--- src/rtl/mem_copy_pkg.sv ---
// Shared types for the memory copy engine.
// Latency: n/a (types only).
// Backpressure: n/a.
package mem_copy_pkg;

    // Copy sequencer states.
    typedef enum logic [1:0] {
        IDLE  = 2'd0,
        READ  = 2'd1,
        DRAIN = 2'd2,
        DONE  = 2'd3
    } state_t;

endpackage : mem_copy_pkg

--- src/rtl/dual_port_ram_if.sv ---
// One port of a RAM: the CPU side issues accesses, the MEM side answers them.
// Latency: a read issued at an edge returns rdata throughout the next cycle.
// Backpressure: none; the memory accepts one access per cycle unconditionally.
interface dual_port_ram_if #(
    parameter int ADDR_WIDTH = 8,
    parameter int DATA_WIDTH = 32
) ();
    logic                  en;
    logic                  we;
    logic [ADDR_WIDTH-1:0] addr;
    logic [DATA_WIDTH-1:0] wdata;
    logic [DATA_WIDTH-1:0] rdata;

    modport CPU (output en, we, addr, wdata, input rdata);
    modport MEM (input en, we, addr, wdata, output rdata);
endinterface : dual_port_ram_if

--- src/rtl/mem_copy_engine.sv ---
// Copies len words from a source RAM port to a destination RAM port, one word per cycle.
// Latency: reads in cycles 1..N after the accepting edge, writes in 2..N+1, done in N+2.
// Backpressure: none on the RAM side; start is only honoured in IDLE, abort only in READ.
//
// Ports:
//   clk, rst_n                 clock and asynchronous active-low reset
//   start/src_addr/dst_addr/len request, captured when start is accepted in IDLE
//   abort                      stops issuing reads; the in-flight write still lands
//   busy                       high while reads/writes are outstanding (READ, DRAIN)
//   done/err/aborted           one-cycle completion pulse with its status flags
//   words_copied               writes issued by the current/last request
//   rd, wr                     CPU-side RAM ports for source and destination
module mem_copy_engine
    import mem_copy_pkg::*;
#(
    parameter int ADDR_WIDTH = 8,
    parameter int DATA_WIDTH = 32,
    parameter int DEPTH      = 1 << ADDR_WIDTH,
    parameter int LEN_WIDTH  = ADDR_WIDTH + 1
) (
    input  logic                  clk,
    input  logic                  rst_n,
    input  logic                  start,
    input  logic [ADDR_WIDTH-1:0] src_addr,
    input  logic [ADDR_WIDTH-1:0] dst_addr,
    input  logic [LEN_WIDTH-1:0]  len,
    input  logic                  abort,
    output logic                  busy,
    output logic                  done,
    output logic                  err,
    output logic                  aborted,
    output logic [LEN_WIDTH-1:0]  words_copied,
    dual_port_ram_if.CPU          rd,
    dual_port_ram_if.CPU          wr
);

    localparam logic [LEN_WIDTH-1:0]  MAX_LEN  = LEN_WIDTH'(DEPTH);
    localparam logic [LEN_WIDTH-1:0]  ONE_LEN  = LEN_WIDTH'(1);
    localparam logic [ADDR_WIDTH-1:0] ONE_ADDR = ADDR_WIDTH'(1);

    state_t state_q, state_d;

    logic                  accept;     // start taken this cycle
    logic                  len_bad;    // requested length exceeds memory size
    logic                  rd_issue;   // read presented on rd this cycle
    logic                  abort_hit;  // abort cut the read phase short

    logic [ADDR_WIDTH-1:0] rd_addr_q;  // next source address (wraps naturally)
    logic [ADDR_WIDTH-1:0] wr_addr_q;  // next destination address
    logic [LEN_WIDTH-1:0]  remain_q;   // reads still to issue
    logic                  wr_vld_q;   // a read was issued last cycle -> write now
    logic                  err_q;
    logic                  aborted_q;
    logic [LEN_WIDTH-1:0]  wc_q;

    // ------------------------------------------------------------------
    // State register
    // ------------------------------------------------------------------
    always_ff @(posedge clk or negedge rst_n) begin
        if (!rst_n) begin
            state_q <= IDLE;
        end else begin
            state_q <= state_d;
        end
    end

    // ------------------------------------------------------------------
    // Next state and per-cycle strobes
    // ------------------------------------------------------------------
    always_comb begin
        state_d   = state_q;
        accept    = 1'b0;
        rd_issue  = 1'b0;
        abort_hit = 1'b0;
        len_bad   = (len > MAX_LEN);

        case (state_q)
            IDLE: begin
                if (start) begin
                    accept = 1'b1;
                    if (len_bad || (len == '0)) begin
                        state_d = DONE;
                    end else begin
                        state_d = READ;
                    end
                end
            end
            READ: begin
                if (abort) begin
                    // No read this cycle, so nothing is left in flight once the
                    // current write (if any) lands: skip DRAIN.
                    abort_hit = 1'b1;
                    state_d   = DONE;
                end else begin
                    rd_issue = 1'b1;
                    if (remain_q == ONE_LEN) begin
                        state_d = DRAIN;
                    end
                end
            end
            // DRAIN is only entered right after the last read, so exactly one
            // write is pending and it is performed this cycle.
            DRAIN:   state_d = DONE;
            DONE:    state_d = IDLE;
            default: state_d = IDLE;
        endcase
    end

    // ------------------------------------------------------------------
    // Address/count datapath and the one-stage write pipeline
    // ------------------------------------------------------------------
    always_ff @(posedge clk or negedge rst_n) begin
        if (!rst_n) begin
            rd_addr_q <= '0;
            wr_addr_q <= '0;
            remain_q  <= '0;
            wr_vld_q  <= 1'b0;
            err_q     <= 1'b0;
            aborted_q <= 1'b0;
            wc_q      <= '0;
        end else begin
            wr_vld_q <= rd_issue;
            if (accept) begin
                rd_addr_q <= src_addr;
                wr_addr_q <= dst_addr;
                remain_q  <= len;
                err_q     <= len_bad;
                aborted_q <= 1'b0;
                wc_q      <= '0;
            end else begin
                if (rd_issue) begin
                    rd_addr_q <= rd_addr_q + ONE_ADDR;
                    remain_q  <= remain_q - ONE_LEN;
                end
                if (wr_vld_q) begin
                    wr_addr_q <= wr_addr_q + ONE_ADDR;
                    wc_q      <= wc_q + ONE_LEN;
                end
                if (abort_hit) begin
                    aborted_q <= 1'b1;
                end
            end
        end
    end

    // ------------------------------------------------------------------
    // Outputs
    // ------------------------------------------------------------------
    assign rd.en    = rd_issue;
    assign rd.we    = 1'b0;
    assign rd.addr  = rd_addr_q;
    assign rd.wdata = {DATA_WIDTH{1'b0}};

    // Read data is forwarded straight into the write port in the cycle it is valid.
    assign wr.en    = wr_vld_q;
    assign wr.we    = wr_vld_q;
    assign wr.addr  = wr_addr_q;
    assign wr.wdata = rd.rdata;

    assign busy         = (state_q == READ) || (state_q == DRAIN);
    assign done         = (state_q == DONE);
    assign err          = err_q;
    assign aborted      = aborted_q;
    assign words_copied = wc_q;

endmodule : mem_copy_engine

--- src/flat_wrapper.sv ---
// flat-port wrapper written by rule: the top's interface ports become plain ports
module mem_copy_engine_flat import mem_copy_pkg::*;
#(
    parameter int ADDR_WIDTH = 8,
    parameter int DATA_WIDTH = 32,
    parameter int DEPTH      = 1 << ADDR_WIDTH,
    parameter int LEN_WIDTH  = ADDR_WIDTH + 1
)
  (clk, rst_n, start, src_addr, dst_addr, len, abort, busy, done, err, aborted, words_copied, rd_en, rd_we, rd_addr, rd_wdata, rd_rdata, wr_en, wr_we, wr_addr, wr_wdata, wr_rdata);
  dual_port_ram_if #(.ADDR_WIDTH(ADDR_WIDTH), .DATA_WIDTH(DATA_WIDTH)) rd_i ();
  dual_port_ram_if #(.ADDR_WIDTH(ADDR_WIDTH), .DATA_WIDTH(DATA_WIDTH)) wr_i ();
  input  logic clk;
  input  logic rst_n;
  input  logic start;
  input  logic [ADDR_WIDTH-1:0] src_addr;
  input  logic [ADDR_WIDTH-1:0] dst_addr;
  input  logic [LEN_WIDTH-1:0] len;
  input  logic abort;
  output logic busy;
  output logic done;
  output logic err;
  output logic aborted;
  output logic [LEN_WIDTH-1:0] words_copied;
  output wire logic [$bits(rd_i.en)-1:0] rd_en;
  output wire logic [$bits(rd_i.we)-1:0] rd_we;
  output wire logic [$bits(rd_i.addr)-1:0] rd_addr;
  output wire logic [$bits(rd_i.wdata)-1:0] rd_wdata;
  input wire logic [$bits(rd_i.rdata)-1:0] rd_rdata;
  output wire logic [$bits(wr_i.en)-1:0] wr_en;
  output wire logic [$bits(wr_i.we)-1:0] wr_we;
  output wire logic [$bits(wr_i.addr)-1:0] wr_addr;
  output wire logic [$bits(wr_i.wdata)-1:0] wr_wdata;
  input wire logic [$bits(wr_i.rdata)-1:0] wr_rdata;
  assign rd_en = rd_i.en;
  assign rd_we = rd_i.we;
  assign rd_addr = rd_i.addr;
  assign rd_wdata = rd_i.wdata;
  assign rd_i.rdata = rd_rdata;
  assign wr_en = wr_i.en;
  assign wr_we = wr_i.we;
  assign wr_addr = wr_i.addr;
  assign wr_wdata = wr_i.wdata;
  assign wr_i.rdata = wr_rdata;
  mem_copy_engine #(.ADDR_WIDTH(ADDR_WIDTH), .DATA_WIDTH(DATA_WIDTH), .DEPTH(DEPTH), .LEN_WIDTH(LEN_WIDTH)) u_core (.clk(clk), .rst_n(rst_n), .start(start), .src_addr(src_addr), .dst_addr(dst_addr), .len(len), .abort(abort), .busy(busy), .done(done), .err(err), .aborted(aborted), .words_copied(words_copied), .rd(rd_i), .wr(wr_i));
endmodule
--- config.mk ---
export PLATFORM = sky130hd
export DESIGN_NAME = mem_copy_engine_flat
export DESIGN_NICKNAME = d
export VERILOG_FILES = /design/src/rtl/mem_copy_pkg.sv /design/src/rtl/dual_port_ram_if.sv /design/src/rtl/mem_copy_engine.sv /design/src/flat_wrapper.sv
export SDC_FILE = /design/constraint.sdc
export NUM_CORES = 1
export LEC_CHECK = 0
export ABC_AREA = 1
export CAP_MARGIN = 0
export CORE_UTILIZATION = 37
export DETAILED_ROUTE_END_ITERATION = 10
export GPL_TIMING_DRIVEN = 0
export PLACE_DENSITY = 0.93
export SYNTH_ARGS = -nofsm -noshare
export SYNTH_HDL_FRONTEND = slang
export SYNTH_SLANG_ARGS = --single-unit
--- constraint.sdc ---
create_clock -name clk -period 1.63 [get_ports clk]
set_input_delay 0.163 -clock clk [delete_from_list [all_inputs] [get_ports clk]]
set_output_delay 0.163 -clock clk [all_outputs]
set_load 0.005 [all_outputs]
* After elaboration in Yosys (flattened, before gate mapping) *
Index checks and enable logic that the tools add are counted.

storage, ports and cells
  memories = 0
  output and inout bits = 97
  bits in latches = 0
  word-level logic and storage cells = 48
  register bits = 39
  bits in read-only memories = 0
  input bits = 93
  RAM bits = 0

cells by class
  multiply operators = 0
  magnitude comparators = 1
  bitwise operators = 0
  reductions and logical operators = 8
  equality and inequality tests = 6
  add/sub/neg operators = 4
  div/mod/pow operators = 0
  muxes and demuxes = 21
  shifts and indexed selects = 0

operators by type and width
  operator             count
  $mux 9               4
  $mux 8               4
  $add 8x1->8 const B  2
  $add 9x1->9 const B  1
  $eq 9x1->1 const B   1
  $gt 9x9->1 const B   1
  $logic_not 9->1      1
  $sub 9x1->9 const B  1
  $mux 1               8
  $mux 2               4
  $pmux 2 s4           1
  $reduce_bool 2->1    3
  $eq 2x2->1 const B   2
  $ne 3x2->1 const B   1
  $eq 2x1->1 const B   1
  $logic_not 2->1      1
  $logic_or 1x1->1     2
  $ne 2x2->1 const B   1
  $reduce_and 2->1     1

* Longest topological paths before layout *
Gate-level depths: netlist (run 1).

  depth in word-level cells = 5
  mapped depth = 9
  mapped depth without buffers = 9

* Worst setup path before layout (run 1) *
No wires, ideal clock.

  kind = reg-to-reg
  start = register u_core.state_q[0]
  end = register u_core.wr_addr_q[4] (netlist: u_core.wr.addr[4])
  library setup time = 0.119 ns
  path buffers = 2
  path slack = 0.250 ns
  data arrival time = 1.261 ns
  data required time = 1.511 ns
  cell stages (with the launch flop) = 8
  clock period less this slack = 1.380 ns
  cells stage by stage = dfrtp_1 > inv_1 > ha_1 > nand2_2 > buf_4 > buf_6 > o22ai_1 > nor2_1

on the way
  cells in the longest elaborated chain, start to end = 3
  elaborated cells on any way between the ends = 4
  classes of those cells = 2 x mux; 2 x reduce/logical

RTL lines
  item                                         RTL line                source
  start: declaration                           mem_copy_engine.sv:41   state_t state_q, state_d;
  start signal: assignment                     mem_copy_engine.sv:63   state_q <= state_d;
  $logic_not 2->1 (*)                          mem_copy_engine.sv:77   case (state_q)
  $mux 1 (*)                                   mem_copy_engine.sv:77
  $mux 8 or $reduce_bool 2->1 (tied branches)  --
  end signal: assignment                       mem_copy_engine.sv:125  wr_addr_q <= dst_addr;
  end signal: assignment                       mem_copy_engine.sv:136  wr_addr_q <= wr_addr_q + ONE_ADDR;
  end: declaration                             mem_copy_engine.sv:49   logic [ADDR_WIDTH-1:0] wr_addr_q;

Mark *: on every way between the ends. The rest lies on a longest branch, timed or not.
A chain may end at the register's enable or synchronous reset.

* Worst setup path after layout (run 1) *
  start = register u_core.state_q[0]
  end = register u_core.remain_q[3]

on the way
  cells in the longest elaborated chain, start to end = 3
  elaborated cells on any way between the ends = 6
  classes of those cells = 1 x eq/ne; 3 x mux; 2 x reduce/logical

RTL lines
  item                                                          RTL line                source
  $eq 2x1->1 or $logic_not 2->1 (tied branches)                 mem_copy_engine.sv:77
  $mux 1                                                        mem_copy_engine.sv:77
  $reduce_bool 2->1 (no source line) or $mux 9 (tied branches)  --
  end signal: assignment                                        mem_copy_engine.sv:126  remain_q <= len;
  end signal: assignment                                        mem_copy_engine.sv:133  remain_q <= remain_q - ONE_LEN;
  end: declaration                                              mem_copy_engine.sv:50   logic [LEN_WIDTH-1:0] remain_q;

Several ways; a longest one is shown, not always the timed one.

==> reports/results.txt, run 1 <==
Slew Viols, Final: 0
Netlist cell types: 34
syn_area_per_cell: 7.42 um2
Hold Path Class: in2async
fin nets: 623
Inst Count DP: 609
CTS Sinks: 39
Total Wirelength: 7.22 mm
GR Util met2: 0.324
Worst Tran Pin Value: 0.895 ns
Layout Utilization: 0.565
cells along the critical path: buf_4 -> ha_4 -> inv_2 -> nor2_4 -> buf_4 -> nand2_2 -> inv_2 -> nand2_1 -> o211ai_1
status: finished, final reports clean
chip width: 90.0 um
largest family of logic cells by synthesized area: simple AND/OR/NAND/NOR gates
non-filler cells in the finished layout: 620
Critical path buffers and inverters: 4
multiplexer share of the synthesized area: 0
CTS tree: done
slowest CP cell: dfrtp_2
Initial Util: 0.389
share of cells above drive strength 1: 0.202
Max IR drop VDD: 0.000797 V
final worst setup slack: 0.0549 ns
maximum clock insertion buffer count: 2
drt drc: 0
Max Fclk: 635 MHz
Synth Cell Area: 2860 um2
initial DRC count: 106
initial antenna violation count: 0
post-synthesis sequential area ratio: 0.341
routability cong.: 0.813
GR Layer Usage met3: 0.0533
PortBufs: 92
#FFs+latches synth: 39
FF-to-FF setup slack: 0.05 ns
Post-Syn Instances: 386
launching point of the worst reg2reg path: u_core.state_q[0]
RSZ-0062 raised after global routing: false
reg-to-reg endpoint: u_core.remain_q[3]
critical path endpoint category: flip-flop
WL/cell: 11.7 um
most frequent cells in the layout: 99 x nand2_1, 88 x clkdlybuf4s50_1, 71 x buf_4
Core ar.: 7370 um2
routed via count: 2882
Tot Pwr: 5.47 mW
Layout Skew: 0.00526 ns
Crit Path Max Fanout: 7
Synth Area in Adders: 0.0437
DP HPWL: 5.57 mm
most common cell after layout, fill and taps aside: nand2_1
met1 GRT Util: 0.199
CTS Buf Count: 5
Vias/cell: 4.65
gr usage total: 0.174
dominant synthesized flop cell: dfrtp_1
Die Y: 90.0 um
Critical Path AT: 1.74 ns
FFs w/ async S/R, synth: 1.00
Startpoint Class: flip-flop
family with the most delay on the worst path: buffers and inverters
area delta synth->final: 45.4%
largest net degree at the start of global routing: 40
post-synthesis compound-gate area fraction: 0.0878
clock-pin slew on the worst setup and hold paths: 0.08 ns
Crit path required time: 1.79 ns
min Tclk post-route: 1.58 ns
Reg2Reg Depth: 9
worst-skew pair later-pin latency: 0.28 ns
# diodes: 0
Max Cap Violations: 0
Final ANT Viol Nets: 0
Ports: 190
Warnings, synthesis: 0
Simple-Gate Fraction of Synth Area: 0.275
Power Dens Cells: 1310 nW/um2
CP Class: reg2reg
# fillers: 655
GR Overflow Total: 0
Synth Area in XOR/XNOR: 0.00917
Post-synth EDFFs: 0
DRT Pass-1 Iters: 6
Final Cycle Share: 0.966
Rel. slew slack: 0.403
Final setup viols: 0
hold buffers post-CTS: 0
die footprint: 8100 um2
setup_tns: 0 ns
root buffer cell: clkbuf_8
first-pass GRT wire length: 11.8 mm
Rows: 31
slowest stage delay, CP: 0.42 ns
Hold Violations, Final: 0
leakage: 2.08 nW
via count of the first global-routing pass: 2633
Most Used Layer, Global Route: met2
CTS H-tree depth: 2
worst slack at placement: -0.0370 ns
-- per-stage QoR --
step           hold slack (ns)  cell area (um2)
6_report               0.00274             4160
5_1_grt                 0.0820             4160
4_1_cts                 0.0378             4160
3_5_place_dp             0.347             4020
3_3_place_gp             0.495             4030
2_1_floorplan           -0.133             2980
-- cell usage after synthesis, types with 2 or more instances --
| master | instances | share of area |
|---|---|---|
| nand2_1 | 99 | 0.13 |
| o211ai_1 | 7 | 0.018 |
| nand2_4 | 2 | 0.0079 |
| nand4_1 | 2 | 0.0044 |
| buf_6 | 2 | 0.0079 |
| nor2_2 | 3 | 0.0066 |
| buf_4 | 68 | 0.18 |
| nand2_2 | 3 | 0.0066 |
| o21ai_0 | 11 | 0.019 |
| xnor2_1 | 2 | 0.0061 |
| ha_1 | 10 | 0.044 |
| nor4_1 | 2 | 0.0044 |
| nor2_4 | 2 | 0.0079 |
| inv_1 | 36 | 0.047 |
| buf_2 | 2 | 0.0035 |
| o221ai_1 | 2 | 0.0061 |
| nor2_1 | 35 | 0.046 |
| inv_2 | 4 | 0.0052 |
| o22ai_1 | 3 | 0.0066 |
| nand3_1 | 29 | 0.051 |
| o21bai_1 | 3 | 0.0079 |
| dfrtp_1 | 39 | 0.34 |
| a21oi_1 | 9 | 0.016 |
-- area by class of cell --
class | count | area, um2 | share of cell area
tap | 99 | 124 | 0.0297
sequential | 39 | 977 | 0.235
buffer | 72 | 546 | 0.131
clock buffer | 8 | 100 | 0.0240
timing repair buffer | 95 | 935 | 0.224
multi-input combinational | 267 | 1330 | 0.320
inverter | 40 | 150 | 0.0361
-- logic make-up after synthesis --
logic type,Yosys count
XOR/XNOR,3
adder cells (fa/ha/maj),10
other,1
AO/OA/AOI/OAI,40
flip-flops,39
AND/OR/NAND/NOR,181
buffers and inverters,112
-- flip-flops by register name, summed over array words and instances (netlist names) --
signal and count:
u_core.rd.addr 8, u_core.wr.addr 8, u_core.words_copied 9, u_core.aborted 1
u_core.state_q 2, u_core.wr.en 1, u_core.remain_q 9, u_core.err 1
-- power breakdown --
group	internal [mW]	leakage [nW]	switching, mW
clock	0.387	0.0515	0.342
sequential	1.36	0.485	0.433
combinational	1.46	1.54	1.48
-- worst max path at each step --
stage / from / to / slack [ns] / cells past startpoint
after floorplan: u_core.state_q[0] / u_core.wr.addr[4] / 0.25 / 7
after detailed placement: len[3] / u_core.state_q[1] / -0.04 / 7
final: u_core.state_q[0] / u_core.remain_q[3] / 0.05 / 9
after global placement: rst_n / u_core.wr.addr[6] / -0.60 / 1
after global routing: u_core.state_q[0] / u_core.rd.addr[5] / 0.004 / 9
after CTS: u_core.state_q[0] / u_core.rd.addr[5] / 0.04 / 9
-- layer usage --
metal  routed length, um  part of all wire
met3                 709             0.098
met2                3640              0.50
met1                2840              0.39
met5                   0                 0
met4                  37            0.0051
-- repair_timing --
action / CTS / global route
setup endpoints to repair: 5 / 9
buffers inserted: 3 / 0
gates resized for setup: 8 / 2
pin swaps: 1 / 0
Power figures use the tool's default switching activity.
==> run 2: changes to the inputs <==
- GPL_TIMING_DRIVEN: 0 -> not set
- SETUP_SLACK_MARGIN: not set -> 0.02
==> run 2 against run 1 <==
Effect of this change: clock skew about the same; cell count decreased by 15%; global-route usage decreased by 2.1 points; highest routed layer unchanged; worst setup slack improved by 0.022 ns; critical path type is now reg2out; maximum frequency increased by 1.4%; sequential cell count unchanged; largest cell class is now multi-input gates; combinational power decreased by 6%; wire length decreased by 13%; critical path depth decreased by 4; critical endpoint is now rd_en; design area decreased by 19%.
==> reports/results.txt, run 2 (synthesis results as in run 1) <==
status: finished, final reports clean
initial DRC count: 79 (-25%)
min Tclk post-route: 1.55 ns (-0.0218 ns)
drt drc: 0 (unchanged)
Max Fclk: 644 MHz (+1.4%)
PortBufs: 60 (-35%)
Cell Area, Placed: 3250 um2 (-19%)
critical path endpoint category: output pin
die footprint: 8100 um2 (unchanged)
worst-skew pair later-pin latency: 0.29 ns (about the same)
share of cells above drive strength 1: 0.101 (-0.101)
slowest CP cell: dfrtp_1
maximum clock insertion buffer count: 2 (unchanged)
via count of the first global-routing pass: 2268 (-14%)
routability cong.: 0.847 (+4.2%)
slowest stage delay, CP: 0.39 ns (-0.03 ns)
gr usage total: 0.154 (-0.0206)
GR Overflow Total: 0 (unchanged)
first-pass GRT wire length: 10.2 mm (-13%)
Core ar.: 7370 um2 (unchanged)
WL/cell: 12.0 um (+2.9%)
RSZ-0062 raised after global routing: false
non-filler cells in the finished layout: 525 (-15%)
worst slack at placement: -0.0325 ns (+0.00452 ns)
CTS Sinks: 39 (unchanged)
initial antenna violation count: 0 (unchanged)
most frequent CP cell: inv_2
Max Cap Violations: 0 (unchanged)
Die Y: 90.0 um (unchanged)
Ports: 190 (unchanged)
# diodes: 0 (unchanged)
Hold Violations, Final: 0 (unchanged)
Crit Path Max Fanout: 3 (-4)
# fillers: 694 (+6.0%)
Crit path required time: 1.47 ns (-0.32 ns)
family with the most delay on the worst path: flip-flops
Layout Utilization: 0.460 (-0.105)
Rows: 31 (unchanged)
area delta synth->final: 18.4%
DP HPWL: 4.73 mm (-15%)
CTS H-tree depth: 2 (unchanged)
cells along the critical path: inv_2 -> ha_2 -> inv_2 -> nor2_4 -> dlygate4sd2_1
Startpoint Class: flip-flop
Final ANT Viol Nets: 0 (unchanged)
Slew Viols, Final: 0 (unchanged)
Critical path buffers and inverters: 3 (-1)
final worst setup slack: 0.0767 ns (+0.0218 ns)
leakage: 1.64 nW (-21%)
Inst Count DP: 513 (-16%)
clock-pin slew on the worst setup and hold paths: 0.08 ns (about the same)
Final setup viols: 0 (unchanged)
Critical Path AT: 1.39 ns (-0.35 ns)
DRT Pass-1 Iters: 4 (-2)
CTS tree: done
Power Dens Cells: 1540 nW/um2 (+17%)
Hold Path Class: in2out
Initial Util: 0.389 (unchanged)
most common cell after layout, fill and taps aside: nand2_1
largest net degree at the start of global routing: 26 (-35%)
Max IR drop VDD: 0.000799 V (+0.24%)
CP Class: reg2out
chip width: 90.0 um (unchanged)
Final Cycle Share: 0.953 (-0.0133)
Total Wirelength: 6.30 mm (-13%)
Rel. slew slack: 0.621 (+0.218)
most frequent cells in the layout: 99 x nand2_1, 56 x clkdlybuf4s50_1, 38 x dfrtp_1
root buffer cell: clkbuf_8
design area: 3390 um2 (-19%)
Vias/cell: 4.75 (+2.2%)
Layout Skew: 0.00488 ns (-0.000383 ns)
Worst Tran Pin Value: 0.568 ns (-0.327 ns)
routed via count: 2495 (-13%)
fin nets: 528 (-15%)
CTS Buf Count: 5 (unchanged)
run 2: cell types whose count changed in the layout (fill, tap and decap cells not counted), moves of 2 or more:
cell,before,now
clkdlybuf4s50_1,88,56
buf_6,2,0
buf_4,71,9
clkbuf_8,7,5
buf_12,0,2
clkinv_2,0,3
run 2: worst paths after layout:
kind / to / slack, ns / depth (start not counted) / from
worst max-delay path: rd_en / 0.08 / 5 / u_core.state_q[1]
worst min-delay path: wr_wdata[12] / 0.33 / 0 / rd_rdata[12]
worst max register to register: u_core.rd.addr[5] / 0.10 / 10 / u_core.state_q[0]
worst min register to register: u_core.err / 0.51 / 2 / u_core.err
max in group asynchronous: u_core.wr.en / 0.73 / 3 / rst_n
min in group asynchronous: u_core.rd.addr[0] / 0.38 / 2 / rst_n
run 2: area by class of cell:
cell class | count | area [um2] | share of cell area
clock buffers | 5 | 68.8 | 0.0203
flip-flops and latches | 39 | 977 | 0.288
repair buffers | 72 | 713 | 0.210
inverters | 40 | 153 | 0.0450
multi-input cells | 267 | 1340 | 0.395
well taps | 99 | 124 | 0.0365
clock inverters | 3 | 15.0 | 0.00443
run 2: through the flow:
step | total power [mW] | hold slack [ns] | setup TNS, ns
4_1_cts | 5.19 | 0.326 | 0
2_1_floorplan | 3.43 | -0.133 | 0
6_report | 5.21 | 0.326 | 0
5_1_grt | 5.65 | 0.326 | 0
3_5_place_dp | 4.46 | 0.195 | -0.0325
3_3_place_gp | 4.31 | 0.176 | -0.0386
run 2: per-layer routing:
| layer | track usage | wire, um | vias up |
|---|---|---|---|
| met5 | 0 | 0 | - |
| met4 | 0.0349 | 78 | 0 |
| met3 | 0.0347 | 427 | 17 |
| met2 | 0.278 | 3170 | 110 |
| met1 | 0.186 | 2620 | 1165 |
| li1 | - | - | 1203 |
run 2: repair_timing:
action / CTS / global route
pin swaps: 1 / 0
gates resized for setup: 7 / 6
endpoints found under the hold margin: 22 / 0
setup endpoints to repair: 8 / 6
hold buffers: 1 / 0
buffers inserted: 3 / 0
run 2: where the power goes:
group / internal (mW) / leakage [nW] / total (mW) / switching (mW)
clock network: 0.293 / 0.0477 / 0.639 / 0.346
registers: 1.36 / 0.485 / 1.81 / 0.453
logic: 1.34 / 1.11 / 2.76 / 1.42
total: 2.99 / 1.64 / 5.21 / 2.22
